===== config.mk =====
export PLATFORM = sky130hd
export DESIGN_NAME = mem_bus_arbiter
export DESIGN_NICKNAME = d
export VERILOG_FILES = /design/src/rtl/mem_bus_arbiter.sv
export SDC_FILE = /design/constraint.sdc
export NUM_CORES = 1
export LEC_CHECK = 0
export ABC_AREA = 1
export CAP_MARGIN = 20
export CORE_AREA = 2 2 258 260
export CTS_BUF_LIST = sky130_fd_sc_hd__clkbuf_4 sky130_fd_sc_hd__clkbuf_8
export CTS_CLUSTER_SIZE = 14
export DETAILED_ROUTE_END_ITERATION = 10
export DIE_AREA = 0 0 260 262
export PLACE_DENSITY = 0.51
export RECOVER_POWER = 25
export SETUP_SLACK_MARGIN = 0.05
export SLEW_MARGIN = 15
export SYNTH_ARGS = -nofsm -noshare
export SYNTH_HDL_FRONTEND = slang
export SYNTH_SLANG_ARGS = --single-unit

===== constraint.sdc =====
create_clock -name CLK -period 1.65 [get_ports CLK]
set_clock_uncertainty 0.15 [all_clocks]
set_input_delay 0.165 -clock CLK [delete_from_list [all_inputs] [get_ports CLK]]
set_output_delay 0.165 -clock CLK [all_outputs]
set_load 0.02 [all_outputs]

===== src/rtl/mem_bus_arbiter.sv =====
// mem_bus_arbiter
//    Shares a single main-memory port between the instruction cache and the
//    data cache. One requester is granted per transaction. When both request
//    at once, the one that was not served last wins (round-robin). Returned
//    read blocks are registered per cache. The BUSYWAIT outputs stall the
//    caches, and through them the PC register.
//
// Ports
//    CLK, RESET                  clock, synchronous active-high reset
//    I_READ, I_ADDRESS           I-cache read request and block address
//    I_READDATA, I_BUSYWAIT      registered I-cache block, I-cache stall
//    D_READ, D_WRITE             D-cache read/write request (write wins if both)
//    D_ADDRESS, D_WRITEDATA      D-cache block address and write block
//    D_READDATA, D_BUSYWAIT      registered D-cache block, D-cache stall
//    MEM_READ, MEM_WRITE         memory strobes
//    MEM_ADDRESS, MEM_WRITEDATA  memory block address and write block
//    MEM_READDATA, MEM_BUSYWAIT  memory read block and busy
//
// state | meaning
// ------+---------------------------------------------------------------
// IDLE  | port quiet, arbitrate on any request
// ISSUE | strobe presented for one cycle, memory busy ignored
// WAIT  | strobe held until memory busy drops, read data captured then
// DONE  | granted cache released for one cycle, last_grant updated
module mem_bus_arbiter #(
   parameter int ADDR_W = 6,
   parameter int DATA_W = 128
) (
   input  logic              CLK,
   input  logic              RESET,
   input  logic              I_READ,
   input  logic [ADDR_W-1:0] I_ADDRESS,
   output logic [DATA_W-1:0] I_READDATA,
   output logic              I_BUSYWAIT,
   input  logic              D_READ,
   input  logic              D_WRITE,
   input  logic [ADDR_W-1:0] D_ADDRESS,
   input  logic [DATA_W-1:0] D_WRITEDATA,
   output logic [DATA_W-1:0] D_READDATA,
   output logic              D_BUSYWAIT,
   output logic              MEM_READ,
   output logic              MEM_WRITE,
   output logic [ADDR_W-1:0] MEM_ADDRESS,
   output logic [DATA_W-1:0] MEM_WRITEDATA,
   input  logic [DATA_W-1:0] MEM_READDATA,
   input  logic              MEM_BUSYWAIT
);

   typedef enum logic [1:0] {
      IDLE  = 2'd0,
      ISSUE = 2'd1,
      WAIT  = 2'd2,
      DONE  = 2'd3
   } state_t;

   typedef enum logic {
      GNT_I = 1'b0,
      GNT_D = 1'b1
   } grant_t;

   state_t            state;
   grant_t            grant;
   grant_t            last_grant;
   logic [DATA_W-1:0] i_rdata_q;
   logic [DATA_W-1:0] d_rdata_q;

   logic req_i;
   logic req_d;
   logic port_active;
   logic d_read_only;
   logic op_is_read;

   assign req_i       = I_READ;
   assign req_d       = D_READ | D_WRITE;
   assign port_active = (state == ISSUE) || (state == WAIT);
   // A D-cache request with both strobes high is treated as a write.
   assign d_read_only = D_READ & ~D_WRITE;
   // The granted requester's strobes are sampled live, so a D request that
   // drops mid-transaction stops counting as a read.
   assign op_is_read  = (grant == GNT_I) ? 1'b1 : d_read_only;

   always_ff @(posedge CLK) begin
      if (RESET) begin
         state      <= IDLE;
         grant      <= GNT_I;
         last_grant <= GNT_I;
         i_rdata_q  <= '0;
         d_rdata_q  <= '0;
      end else begin
         case (state)
            IDLE: begin
               if (req_i || req_d) begin
                  if (req_i && req_d)
                     grant <= (last_grant == GNT_I) ? GNT_D : GNT_I;
                  else if (req_d)
                     grant <= GNT_D;
                  else
                     grant <= GNT_I;
                  state <= ISSUE;
               end
            end
            ISSUE: state <= WAIT;
            WAIT: begin
               if (!MEM_BUSYWAIT) begin
                  state <= DONE;
                  if (op_is_read) begin
                     if (grant == GNT_I)
                        i_rdata_q <= MEM_READDATA;
                     else
                        d_rdata_q <= MEM_READDATA;
                  end
               end
            end
            DONE: begin
               last_grant <= grant;
               state      <= IDLE;
            end
            default: state <= IDLE;
         endcase
      end
   end

   always_comb begin
      MEM_READ      = 1'b0;
      MEM_WRITE     = 1'b0;
      MEM_ADDRESS   = '0;
      MEM_WRITEDATA = '0;
      if (port_active) begin
         if (grant == GNT_I) begin
            MEM_READ    = 1'b1;
            MEM_ADDRESS = I_ADDRESS;
         end else begin
            MEM_READ      = d_read_only;
            MEM_WRITE     = D_WRITE;
            MEM_ADDRESS   = D_ADDRESS;
            MEM_WRITEDATA = D_WRITEDATA;
         end
      end
   end

   assign I_BUSYWAIT = req_i & ~((state == DONE) && (grant == GNT_I));
   assign D_BUSYWAIT = req_d & ~((state == DONE) && (grant == GNT_D));
   assign I_READDATA = i_rdata_q;
   assign D_READDATA = d_rdata_q;

endmodule


Word level (Yosys, flattened, before mapping):

Cells that the tools add are included.

* output and inout port bits: 394
* bits of input ports: 274
* word-level logic and storage cells: 43
* bits in registers: 260

* reductions and logical operators: 10
* equality and inequality tests: 5
* muxes and demuxes: 14
* bitwise logic cells: 9

Operators with widths (number)
* 128-bit two-way mux: 2
* 6-bit two-way mux: 2
* 2-bit case mux with 4 select lines: 1
* 4-bit AND reduction: 2
* 1-bit two-way mux: 7
* 1-bit NOT: 5
* 2-bit == test (second input constant): 2
* 2-bit two-way mux: 2
* 2-bit inequality test (second input constant): 2
* 2-bit AND reduction: 2
* 1-bit AND: 3
* 1-bit logical AND: 3
* 2-bit by 1-bit == test with 1-bit output (second input constant): 1
* 2-bit zero test: 1
* 1-bit logical OR: 2
* 1-bit bitwise OR: 1

Depth between registers and ports, before layout:

* depth in word-level cells: 4
* gate-level depth with buffers: 9
* gate-level depth less buffers: 7

Worst setup path after synthesis:

OpenSTA, ideal clock, no wires.

* kind: register to output
* from: register state[1]
* to: output MEM_WRITEDATA[67]
* slack: -170 ps
* data arrival time: 1505 ps
* path buffers: 2
* stages on the path, launching flop included: 7
* cell sequence: dfxtp_1 inv_1 ha_1 nand2_1 clkbuf_1 clkbuf_1 nor2_1

* cells in the longest elaborated chain, start to end: 3
* elaborated cells on any way between the ends: 4

RTL lines
* start, declared: RTL line 61 `state_t state;`
* start signal, assigned: RTL line 84 `state <= IDLE;`
* start signal, assigned: RTL line 99 `state <= ISSUE;`
* start signal, assigned: RTL line 102 `ISSUE: state <= WAIT;`
* 2-bit by 1-bit == test with 1-bit output / 2-bit == test (equally long branches): RTL line 75 `assign port_active = (state == ISSUE) || (state == WAIT);`
* 1-bit logical OR *: RTL line 75
* 128-bit two-way mux *: RTL line 128 `if (port_active) begin`
* end, declared: RTL line 44 `output logic [DATA_W-1:0] MEM_WRITEDATA,`

Every way passes the cells marked *; elsewhere a longest branch is shown, timed or not.

Final worst setup path:

* from: register state[1]
* to: output MEM_WRITEDATA[108]

The elaborated chain is that of the path after synthesis.

==> results.txt <==
----------------------------------------------------
[Clock tree]
  H-Tree Depth ... 2
  CTS tree ... yes
  Total clock buffers created by CTS ... just over 50
  Clock insertion delay at the later pin of the skew report ... 0.58 ns
  CTS Sinks ... 260
  Maximum number of buffers from clock root to sink ... 3
  CTS clk-pin slew, worst paths ... around 0.060 ns
  Root Driver ... sky130_fd_sc_hd__clkbuf_8

[GRT]
  Pin count of the biggest net entering global routing ... 31
  Total gr overflow ... 0
  Vias in the first global route ... roughly 13000
  Global-route total usage across every layer ... between 10% and 20%
  Number of antenna violations at the first check in global routing ... 15
  First-pass GRT wire length ... about 89 mm

[Setup path]
  Crit path capture ... MEM_WRITEDATA[108]
  Setup slack of the worst register-to-register path ... -0.24 ns
  Crit path kind ... reg -> out
  Required @ worst endpoint ... roughly 1.3 ns
  Worst path depth ... 7
  WP data arrival ... roughly 2.1 ns
  Critical Path End Type ... output pin
  Cell type group with the largest total delay on the critical path ... buffers and inverters
  Worst r2r path cells ... 10
  Cell breakdown of the critical path ... inv_2 > ha_4 > nand2_8 > buf_6 > bufbuf_16 > nor2_1 > buf_4
  Beginning of the worst register-to-register path ... state[0]
  Standard cell with the maximum stage delay on the critical path ... sky130_fd_sc_hd__dfxtp_2
  Launching instance or port of the critical path ... state[1]
  Kind of launch point of the worst setup path ... flip-flop
  Maximum fanout along the worst path ... 8
  Max incr delay on CP ... roughly 0.34 ns
  Capture instance of the worst register-to-register path ... I_READDATA[102]
  Count of buffer and inverter cells on the critical path ... 4

[Drt]
  Detailed Routing Iterations Pass 1 ... 5
  Antenna violation net count after detailed routing ... 0
  Via count of the routed design ... approximately 14000
  DRC viols ... 0
  Overall routed net length ... between 60 and 70 mm
  Mean routed wirelength per cell ... ~20 µm
  Vias per cell ... between 3 and 4
  Number of DRC markers in iteration 0 ... between 500 and 600

[Yosys]
  Combinational family with the most area after synthesis ... simple AND/OR/NAND/NOR gates
  Top cells by count, synth ... sky130_fd_sc_hd__nor2_1 (402), sky130_fd_sc_hd__inv_1 (393), sky130_fd_sc_hd__nand2_1 (266)
  Fraction of post-synthesis cell area in the top cell type by area ... between 40% and 50%
  Cell area after synthesis ... ~11000 µm²
  Netlist cell types ... 15
  Count leader, synth ... sky130_fd_sc_hd__nor2_1
  Cells taking the most area after synthesis ... sky130_fd_sc_hd__dfxtp_1 (47%), sky130_fd_sc_hd__nor2_1 (14%), sky130_fd_sc_hd__inv_1 (13%)
  Mapped Avg Cell Area ... around 6.5 µm²
  Share of flip-flops with an asynchronous set or reset after synthesis ... 0%
  Yosys warning count ... 0
  Synth Instances ... around 1700
  Share of synthesized area spent on multiplexers ... 0%
  Post-synthesis register bit count ... 260
  Post-synth net total ... roughly 2000
  Post-synthesis compound-gate area fraction ... 12.12%
  Post-Synth XOR/XNOR Area ... 0%
  Sequential share of the synthesized area ... between 40 and 50%
  Number of flops mapped to enable cells by yosys ... 0
  Post-synthesis simple-gate area fraction ... between 20% and 30%
  Cell type contributing the most total cell area after synthesis ... sky130_fd_sc_hd__dfxtp_1
  Commonest register cell after synthesis ... sky130_fd_sc_hd__dfxtp_1
  Area share of fa/ha/maj cells after synthesis ... less than 1%

[Layout]
  Fraction of layout cells with a size suffix above 1 ... between 30% and 40%
  Number of nets in the layout ... about 2900
  Area added between synthesis and finish ... 113.3%

[Die]
  Overall die area ... slightly below 70000 µm²
  Initial Util ... roughly 17%
  Chip Width ... between 200 and 300 µm
  Core region area ... around 65000 µm²
  Die outline height ... around 260 µm
  Number of standard-cell rows in the floorplan ... 94
  Ports ... ~670

[Timing]
  Least setup slack across all paths after layout ... -0.7322 ns
  Setup-violating endpoint count in the final report ... 390
  Period utilization ... 144.4%
  Post-route worst hold slack ... 0.06313 ns
  Worst-margin pin slew ... between 0.4 and 0.5 ns
  Number of hold-slack violations in the final timing report ... 0
  Setup repair after global routing missed its margin ... true
  Minimum clock period ... ~2.4 ns
  Max-slew headroom ... between 70% and 80%
  Pins over their slew limit ... 0
  F_max ... ~420 MHz

[Power and ir drop]
  Peak supply drop ... ~0.0006 V
  PD cells ... between 1000 and 1500 nW/µm²
  Design Power ... ~26000 µW
  Leakage Power ... roughly 0.011 µW

[Run status]
  Violated checks ... negative setup slack
  Result of the run ... finished, violations left

[Min path]
  Worst hold path type ... in -> reg
  Number of stages on the worst hold path ... 3

[Placed design]
  Gp weighted congestion ... approximately 0.96
  Port Buffers ... roughly 670
  Post-DP HPWL ... 50.86 mm

[Job]
  Count of max-cap constraint violations ... 0

----------------------------------------------------
[placed cells by master, fill, tap and decap left out, types with 3 or more instances in the layout]
cell type	instances
sky130_fd_sc_hd__a21oi_1	111
sky130_fd_sc_hd__a21oi_2	21
sky130_fd_sc_hd__buf_12	67
sky130_fd_sc_hd__buf_16	21
sky130_fd_sc_hd__buf_2	208
sky130_fd_sc_hd__buf_4	128
sky130_fd_sc_hd__buf_6	76
sky130_fd_sc_hd__buf_8	19
sky130_fd_sc_hd__clkbuf_16	27
sky130_fd_sc_hd__clkbuf_4	14
sky130_fd_sc_hd__clkbuf_8	66
sky130_fd_sc_hd__clkdlybuf4s15_1	8
sky130_fd_sc_hd__clkdlybuf4s15_2	36
sky130_fd_sc_hd__clkdlybuf4s50_1	272
sky130_fd_sc_hd__clkinv_2	7
sky130_fd_sc_hd__dfxtp_1	257
sky130_fd_sc_hd__dlygate4sd3_1	88
sky130_fd_sc_hd__ha_4	3
sky130_fd_sc_hd__inv_1	387
sky130_fd_sc_hd__inv_2	3
sky130_fd_sc_hd__nand2_1	260
sky130_fd_sc_hd__nand2_2	5
sky130_fd_sc_hd__nor2_1	314
sky130_fd_sc_hd__nor2_2	30
sky130_fd_sc_hd__nor2_4	59
sky130_fd_sc_hd__o21ai_0	24
sky130_fd_sc_hd__o21ai_1	50
sky130_fd_sc_hd__o21ai_2	60
[how the worst min path moves through the flow]
| stage | startpoint | to | slack, ns |
|---|---|---|---|
| floorplan | RESET | grant | 0.08 |
| global placement | I_READDATA[102] | I_READDATA[102] | 0.28 |
| detailed placement | I_READDATA[112] | I_READDATA[112] | 0.28 |
| CTS | MEM_READDATA[109] | D_READDATA[109] | 0.002 |
| global route | MEM_READDATA[30] | I_READDATA[30] | 0.02 |
| finish | MEM_READDATA[30] | I_READDATA[30] | 0.06 |
[sequential cells by signal (all words and copies together), names as in the netlist]
register,flops
D_READDATA,128
state,2
grant,1
I_READDATA,128
last_grant,1
[per-stage QoR]
stage	TNS (ns)	instances	instance area [µm²]	setup WS, ns	utilization (%)
2_1_floorplan	-5.244	1698	11250	-0.05354	-
3_3_place_gp	-112.73	3242	20030	-0.5702	30.68
3_5_place_dp	-109.35	3242	20030	-0.5592	30.68
4_1_cts	-112.83	3458	21940	-0.7954	33.62
5_1_grt	-139.01	3510	23680	-0.8230	36.28
6_report	-105.79	3510	23680	-0.7322	36.28
[timing repair]
action | in CTS | in global routing
hold endpoints to repair | 136 | 0
cloned | 14 | 33
buffers inserted | 25 | 18
hold buffers | 87 | 0
setup endpoints to repair | 649 | 409
resized for setup | 1687 | 314
pin swaps | 15 | 19
[where the power goes]
| part | internal (µW) | switching, µW |
|---|---|---|
| registers | 6970 | 356 |
| clock network | 4080 | 3040 |
| logic | 5700 | 6050 |
[metal layers]
layer | global-route usage (%) | vias to the layer above | part of all wire, %
li1 | - | 6800 | -
met1 | 20.74 | 6250 | 39
met2 | 34.26 | 427 | 54
met3 | 3.482 | 75 | 5.6
met4 | 3.640 | 0 | 1.6
met5 | 0 | - | 0
[logic make-up after synthesis]
logic type / count (synthesis)
and+or+nand+nor: 674
buffers and inverters: 492
AOI/OAI and AO/OA: 269
DFF: 260
adders and majority gates: 3
[worst register-to-register path, stage by stage, from the launching register on]
cell                        delay [ns]
sky130_fd_sc_hd__dfxtp_2          0.32
sky130_fd_sc_hd__inv_2            0.07
sky130_fd_sc_hd__buf_4            0.13
sky130_fd_sc_hd__ha_4             0.15
sky130_fd_sc_hd__buf_6            0.10
sky130_fd_sc_hd__nand3_4          0.08
sky130_fd_sc_hd__buf_12           0.16
sky130_fd_sc_hd__buf_12           0.15
sky130_fd_sc_hd__buf_12           0.14
sky130_fd_sc_hd__bufbuf_16        0.27
sky130_fd_sc_hd__a21oi_2          0.14
[final cells by class]
cell class | instances | area, µm²
Antenna cell | 2 | 5.005
Clock buffer | 80 | 1013
Clock inverter | 12 | 108.9
Fill cell | 6872 | 41590
Inverter | 393 | 1486
Multi-Input combinational cell | 946 | 4870
Sequential cell | 260 | 5211
Tap cell | 864 | 1081
Timing Repair Buffer | 953 | 9905
Power figures use the tool's default switching activity.
